--- config.mk ---
export PLATFORM = sky130hd
export DESIGN_NAME = addertree_final
export DESIGN_NICKNAME = d
export VERILOG_FILES = /design/src/rtl/addertree_final.sv
export SDC_FILE = /design/constraint.sdc
export NUM_CORES = 1
export LEC_CHECK = 0
export CAP_MARGIN = 20
export CORE_MARGIN = 1
export CORE_UTILIZATION = 50
export CTS_CLUSTER_DIAMETER = 120
export DETAILED_ROUTE_END_ITERATION = 7
export PLACE_DENSITY_LB_ADDON = 0.08
export SLEW_MARGIN = 20
export SYNTH_ARGS = -nofsm -noshare
export SYNTH_HDL_FRONTEND = slang
export SYNTH_SLANG_ARGS = --single-unit
export TNS_END_PERCENT = 10
--- constraint.sdc ---
create_clock -name clk -period 2.6 [get_ports clk]
set_clock_uncertainty 0.2 [all_clocks]
set_input_delay 0.78 -clock clk [delete_from_list [all_inputs] [get_ports clk]]
set_output_delay 0.78 -clock clk [all_outputs]
set_load 0.005 [all_outputs]
--- src/rtl/addertree_final.sv ---
// Final stage of a carry-save adder tree: resolves the two rows, then rounds,
// shifts, applies optional ReLU and saturates into a signed output with backpressure.
module addertree_final #(
    parameter int W     = 20,
    parameter int OUT_W = 8,
    parameter int SHIFT = 7
) (
    input  logic             clk,
    input  logic             reset,
    input  logic             in_valid,
    output logic             in_ready,
    input  logic [W-1:0]     sum_a,
    input  logic [W-1:0]     sum_b,
    input  logic             relu_en,
    output logic             out_valid,
    input  logic             out_ready,
    output logic [OUT_W-1:0] out_data,
    output logic             out_sat,
    output logic [15:0]      sat_cnt
);

    localparam logic signed [W:0] C_RND = (W+1)'(2 ** (SHIFT - 1));
    localparam logic signed [W:0] C_MAX = (W+1)'((2 ** (OUT_W - 1)) - 1);
    localparam logic signed [W:0] C_MIN = ~C_MAX;

    logic [W-1:0]        r_s1_sum;
    logic                r_s1_relu;
    logic                r_s1_valid;
    logic                r_out_valid;
    logic [OUT_W-1:0]    r_out_data;
    logic                r_out_sat;
    logic [15:0]         r_sat_cnt;

    logic                w_s2_load;
    logic                w_s1_load;
    logic signed [W:0]   w_ext;
    logic signed [W:0]   w_rnd;
    logic signed [W:0]   w_r;
    logic [OUT_W-1:0]    w_res;
    logic                w_sat;

    assign w_s2_load = !r_out_valid || out_ready;
    assign w_s1_load = !r_s1_valid || w_s2_load;
    assign in_ready  = w_s1_load;

    assign out_valid = r_out_valid;
    assign out_data  = r_out_data;
    assign out_sat   = r_out_sat;
    assign sat_cnt   = r_sat_cnt;

    // One guard bit above the wrapped sum keeps the rounding add from overflowing.
    assign w_ext = $signed({r_s1_sum[W-1], r_s1_sum});
    assign w_rnd = w_ext + C_RND;
    assign w_r   = w_rnd >>> SHIFT;

    always_comb begin
        w_res = w_r[OUT_W-1:0];
        w_sat = 1'b0;
        if (r_s1_relu && (w_r < 0)) begin
            w_res = '0;
        end else if (w_r > C_MAX) begin
            w_res = C_MAX[OUT_W-1:0];
            w_sat = 1'b1;
        end else if (w_r < C_MIN) begin
            w_res = C_MIN[OUT_W-1:0];
            w_sat = 1'b1;
        end
    end

    always_ff @(posedge clk or posedge reset) begin
        if (reset) begin
            r_s1_valid <= 1'b0;
            r_s1_sum   <= '0;
            r_s1_relu  <= 1'b0;
        end else if (w_s1_load) begin
            r_s1_valid <= in_valid;
            if (in_valid) begin
                r_s1_sum  <= sum_a + sum_b;
                r_s1_relu <= relu_en;
            end
        end
    end

    // A bubble in stage 1 clears out_valid but leaves the last data in place.
    always_ff @(posedge clk or posedge reset) begin
        if (reset) begin
            r_out_valid <= 1'b0;
            r_out_data  <= '0;
            r_out_sat   <= 1'b0;
        end else if (w_s2_load) begin
            r_out_valid <= r_s1_valid;
            if (r_s1_valid) begin
                r_out_data <= w_res;
                r_out_sat  <= w_sat;
            end
        end
    end

    always_ff @(posedge clk or posedge reset) begin
        if (reset) begin
            r_sat_cnt <= '0;
        end else if (r_out_valid && out_ready && r_out_sat) begin
            r_sat_cnt <= r_sat_cnt + 16'd1;
        end
    end

endmodule

==> results of run 1 <==
## cells by family after synthesis
family / Yosys count / synth area share (%)
compound gates: 76 / 22.2
xor+xnor: 30 / 8.97
fa+ha+maj: 20 / 8.54
buf+inv: 14 / 1.88
flops: 42 / 35.9
mux: 2 / 0.769
simple gates: 118 / 21.8
## worst paths after layout
kind                             startpoint            to  slack [ns]  depth (start not counted)
worst max-delay path               sum_b[3]  r_s1_sum[11]      0.0003                          9
worst min-delay path            sat_cnt[15]   sat_cnt[15]        0.29                          1
worst max register to register  r_s1_sum[6]   out_data[1]        0.15                          8
worst min register to register  sat_cnt[15]   sat_cnt[15]        0.29                          1
max in group asynchronous             reset   r_s1_sum[9]        1.13                          3
min in group asynchronous             reset    sat_cnt[7]        0.72                          3
## Yosys cell counts (all sizes together), types with 2 or more instances
library cell  instances
a21boi                2
a211o                 3
dfrtp                42
a211oi                5
xor2                  9
ha                   20
a21oi                10
nand2                30
inv                   8
a2111oi               3
a22o                  4
or2                   3
clkbuf                3
nand4                 5
or2b                  2
nor3b                 2
nand3                19
or3                   3
o21ai                22
and2                  3
o31ai                 6
nand2b               10
nor3                  9
and3                  8
nor2                 16
and4                  2
buf                   3
o21bai                6
a221oi                3
mux2                  2
nor4                  4
xnor2                21
## sequential cells by signal, summed over array words and instances (netlist names)
name,flops
out_data,8
out_sat,1
out_valid,1
r_s1_relu,1
r_s1_sum,14
r_s1_valid,1
sat_cnt,16
## cell usage in the layout, fill, tap and decap left out, types with 6 or more instances in the layout
cell and instances:
a21oi_1 8, inv_1 8, clkdlybuf4s50_1 42, ha_1 6, dfrtp_1 42, nand3_1 19, buf_4 51, nor2_1 14
nand2_1 30, nor3_1 8, buf_2 6, dlygate4sd2_1 6, nand2b_1 10, xor2_1 9, and3_1 6, ha_4 12
clkbuf_2 11, xnor2_1 20, o21ai_0 17
## critical path: stages
cell and delay (ns):
buf_2 0.11, ha_2 0.19, a211oi_2 0.25, nor2_2 0.10
a211o_4 0.29, a211oi_4 0.26, o21bai_2 0.13, a21o_1 0.18
a221o_1 0.30
## routing by layer
| metal | wire length [um] | up-vias |
|---|---|---|
| li1 | - | 1364 |
| met1 | 3290 | 1312 |
| met2 | 3830 | 76 |
| met3 | 254 | 4 |
| met4 | 48 | 0 |
| met5 | 0 | - |
## power by group
part           switching, mW  internal (mW)  leakage, nW  total, mW
Sequential             0.175          0.790        0.528      0.965
Clock                  0.239          0.192       0.0408      0.431
Combinational          0.402          0.553         1.30      0.955
Total                  0.816           1.54         1.86       2.35
## stage by stage
step                      hold WS, ns  utilization, %  worst slack [ns]  TNS, ns  cell area [um2]
after floorplan                 0.268               -           -0.0906   -0.324             3020
after global placement          0.260            73.9            -0.614    -6.73             4120
after detailed placement        0.270            73.9            -0.745    -7.74             4120
after CTS                       0.281            76.8           -0.0929   -0.263             4280
after global routing            0.288            78.1           -0.0693   -0.238             4350
final                           0.286            78.1          0.000273        0             4350
## area by class of cell
cell class | count | area (um2)
Clock buffer | 5 | 68.8
Sequential cell | 42 | 1050
Inverter | 8 | 30.0
Clock inverter | 3 | 23.8
Tap cell | 72 | 90.1
Multi-Input combinational cell | 246 | 2070
Fill cell | 368 | 1220
Timing Repair Buffer | 123 | 1020
## repair_timing
action,4_1_cts,5_1_grt
resized for setup,71,33
setup buffers,6,5
endpoints found under the setup margin,13,17
pin swaps,30,25
hold buffers,0,0
==> out/qor.yml, run 1 <==
die-area_um2: 6170
p_total_mw: 2.35
yosysTopAreaCell: "dfrtp_1"
critPathMaxFanout: 3
arrival_ns: 2.58
grtUsageMet2_pct: 41.0
vdd_drop_max_mv: 0.325
diodes: 0
tightestPinTransition_ns: 0.511
first_pass_iters: 4
hp-class: "reg -> reg"
die_w_um: 78.6
port_buffers: 71
yosysWarnings: 0
grt_use_total_pct: 23.8
avgRoutedWirePerCell_um: 14.9
synth_edf_count: 0
place.gp.congestion: 0.867
rows: 27
syn_nets: 367
insertion_delay_ns: 0.30
nNetsFinal: 491
fin_crit_sh_pct: 100
cp-start-kind: "input pin"
p_leak_nw: 1.86
synthToLayoutAreaGrowth_pct: 48.5
slew_viol_final: 0
cts-root-buf: "clkbuf_8"
synth.top_cell.area_share_pct: 35.9
max-slew-margin-rel_pct: 65.9
ys_top_cells_by_area: "dfrtp_1 (36%), ha_1 (8.5%), xnor2_1 (6.3%)"
final_cells: 499
yosys.cell_types.count: 63
drt-initial-drc-count: 195
routed_wirelength_um: 7420
cts_tree: "built"
syn-cell-area_um2: 2930
synthArstFlopShare_pct: 100
hold_violations: 0
period_needed_ns: 2.60
placedCellCount: 482
die_h_um: 78.6
rsz0062_at_grt: "yes"
initial_core_util_pct: 52.6
outcome: "complete, no violations"
pin_count: 72
postSynthAreaPerCell_um2: 9.70
drc: 0
core_area_um2: 5570
drive_gt1_share_pct: 30.9
htreeDepth: 2
setup_violations: 0
power_density_nw_per_um2: 540
grt-ovfl-total: 0
clk_pin_slew_ns: 0.09
grt_util_met1_pct: 30.9
ys.flop_type: "dfrtp_1"
synthCells: 302
grt_pass1_wl_um: 11800
cts_sinks: 42
clockBufferDepth: 2
grt_max_degree: 43
path_class: "in -> reg"
ys_seq_area_share_pct: 35.9
maxCapViolations: 0
grt.busiest_layer: "met2"
num_vias: 2756
cts_buffers: 5
antenna_found_initial: 0
vias_per_cell: 5.52
grt_util_met3_pct: 4.19
post-dp-hpwl_um: 5320
first_global_vias: 2605
ys_seq_elements: 42
end_kind: "flip-flop"
fmaxAchievable_mhz: 385
crit_required_ns: 2.58
antenna_left: 0
(Power assumes the default switching activity.)
==> run 2, diff against run 1 <==
- CORE_MARGIN: 1 -> 10
- TNS_END_PERCENT: 10 -> unset
==> run 2 against run 1 <==
Net effect: the run now ends with setup timing left; via count decreased by 0.44%; worst setup slack got worse by 0.0058 ns; sequential share of layout area decreased by 0.19 points; critical path type unchanged.
==> out/qor.yml, run 2 (synthesis results as in run 1) <==
outcome: "finished, violations left"
violations: "setup timing"
end_kind: "flip-flop"
final_common_cell: "buf_4"
maxCapViolations: 0  # unchanged
clkPwrFrac_pct: 21.4  # +3.1 points
p_leak_nw: 1.86  # about the same
cts-root-buf: "clkbuf_8"
swShare_pct: 32.6  # -2.1 points
cp.depth: 9  # unchanged
path_cells: "buf_6, ha_4, nand4_1, a21boi_4, a2111oi_4, o211a_4, o31ai_4, a211oi_2, o31ai_2"
place.gp.congestion: 0.889  # +2.5%
grt_max_degree: 43  # unchanged
design_area_um2: 4390  # +0.80%
die-area_um2: 9320  # +51%
num_vias: 2744  # -0.44%
fmaxAchievable_mhz: 384  # -0.22%
worst_slack_ns: -0.00554  # -0.00582 ns
final_cells: 500  # +0.20%
grt_use_total_pct: 16.8  # -7.0 points
fin_crit_sh_pct: 100  # +0.22 points
p_int_mw: 1.65  # +7.5%
pin_count: 72  # unchanged
hp-class: "reg -> reg"
core_area_um2: 5610  # +0.61%
antenna_found_initial: 0  # unchanged
regToRegEndpoint: "out_data[1]"
setup_violations: 2  # +2
fin_setup_tns_ns: -0.00620  # -0.00620 ns
drc: 0  # unchanged
r2r_slack_ns: 0.16  # about the same
reg2reg_from: "r_s1_sum[6]"
startpoint: "sum_b[2]"
arrival_ns: 2.61  # +0.03 ns
critPathMaxFanout: 3  # unchanged
port_buffers: 71  # unchanged
cp_num_buf_inv: 1  # unchanged
cp-start-kind: "input pin"
rsz0062_at_grt: "yes"
die_h_um: 96.6  # +23%
power_density_nw_per_um2: 558  # +3.3%
routed_wirelength_um: 7790  # +5.1%
clockBufferDepth: 2  # unchanged
cts_sinks: 42  # unchanged
drt-initial-drc-count: 184  # -5.6%
p_switching_mw: 0.799  # -2.1%
die_w_um: 96.6  # +23%
post-dp-hpwl_um: 6210  # +17%
antenna_left: 0  # unchanged
diodes: 0  # unchanged
crit_path_end: "r_s1_sum[18]"
insertion_delay_ns: 0.29  # about the same
hold_violations: 0  # unchanged
synthToLayoutAreaGrowth_pct: 49.7
seq_power_share_pct: 39.6  # -1.4 points
max-slew-margin-rel_pct: 64.4  # -1.6 points
vias_per_cell: 5.49  # -0.63%
drive_gt1_share_pct: 30.1  # -0.77 points
fin_util_pct: 78.2  # +0.15 points
vdd_drop_max_mv: 0.328  # +1.1%
path_class: "in -> reg"
critical-path-top-delay-family: "compound AO/OA/AOI/OAI gates"
grt_pass1_wl_um: 12900  # +9.4%
power_frac_comb_pct: 39.0  # -1.6 points
r2r_cells: 8  # unchanged
rows: 27  # unchanged
cts_tree: "built"
first_global_vias: 2808  # +7.8%
largest_reg_flops: 16  # unchanged
cts_hold_buf: 0  # unchanged
avgRoutedWirePerCell_um: 15.6  # +4.8%
slew_viol_final: 0  # unchanged
nNetsFinal: 493  # +0.41%
cts_buffers: 5  # unchanged
placedCellCount: 487  # +1.0%
crit_path_max_incr_delay_ns: 0.29  # about the same
dpl_cell_area_um2: 4200  # +1.9%
crit_path_top_delay_cell: "o211a_4"
tightestPinTransition_ns: 0.535  # +0.0234 ns
period_needed_ns: 2.61  # +0.00582 ns
clk_pin_slew_ns: 0.08  # about the same
grt-ovfl-total: 0  # unchanged
first_pass_iters: 4  # unchanged
htreeDepth: 2  # unchanged
layout_common_cells: "buf_4 (54), clkdlybuf4s50_1 (42), dfrtp_1 (42)"
initial_core_util_pct: 52.3  # -0.32 points
crit_required_ns: 2.60  # +0.02 ns
## run 2: worst min path at each step
stage,from,to,slack [ns],cells after the start
after global placement,sat_cnt[15],sat_cnt[15],0.26,1
after floorplan,sat_cnt[15],sat_cnt[15],0.27,1
after CTS,sat_cnt[15],sat_cnt[15],0.28,1
final,sat_cnt[15],sat_cnt[15],0.27,1
after detailed placement,sat_cnt[15],sat_cnt[15],0.27,1
after global routing,sat_cnt[6],sat_cnt[6],0.31,1
## run 2: power groups by stage
stage          Combinational, mW  Sequential, mW  Clock, mW
2_1_floorplan              0.494           0.937          0
3_3_place_gp               0.899           0.964          0
3_5_place_dp               0.937           0.973          0
4_1_cts                    0.947           0.960      0.533
5_1_grt                     1.05           0.993      0.566
6_report                   0.955           0.970      0.524
## run 2: layout make-up
cell class | instances | area [um2]
Multi-Input combinational cell | 246 | 2060
Fill cell | 421 | 1220
Sequential cell | 42 | 1050
Timing Repair Buffer | 125 | 1050
Tap cell | 72 | 90.1
Clock buffer | 6 | 82.6
Clock inverter | 1 | 30.0
Inverter | 8 | 30.0
## run 2: what timing repair did
item,in CTS,in global routing
setup buffers,5,2
pin swaps,29,23
resized for setup,91,21
setup endpoints to repair,13,16
## run 2: stage by stage
stage / hold slack (ns) / total power [mW] / setup slack, ns
floorplan: 0.268 / 1.43 / -0.0899
global placement: 0.262 / 1.86 / -0.621
detailed placement: 0.268 / 1.91 / -0.755
CTS: 0.281 / 2.44 / -0.0670
global route: 0.311 / 2.61 / -0.0829
finish: 0.274 / 2.45 / -0.00554
## run 2: routing by layer
metal	wire length, um	vias to the layer above	part of all wire, %	track usage, %
met1	3240	1299	42	20.4
met3	455	7	5.8	3.86
met2	4020	66	52	29.5
met4	76	0	0.98	4.12
met5	0	-	0	0
li1	-	1372	-	-
==> run 3, diff against run 2 <==
- CTS_CLUSTER_DIAMETER: 120 -> 100
==> results of run 3 <==
The final DEF is identical to that of run 2; final timing and power are the same.
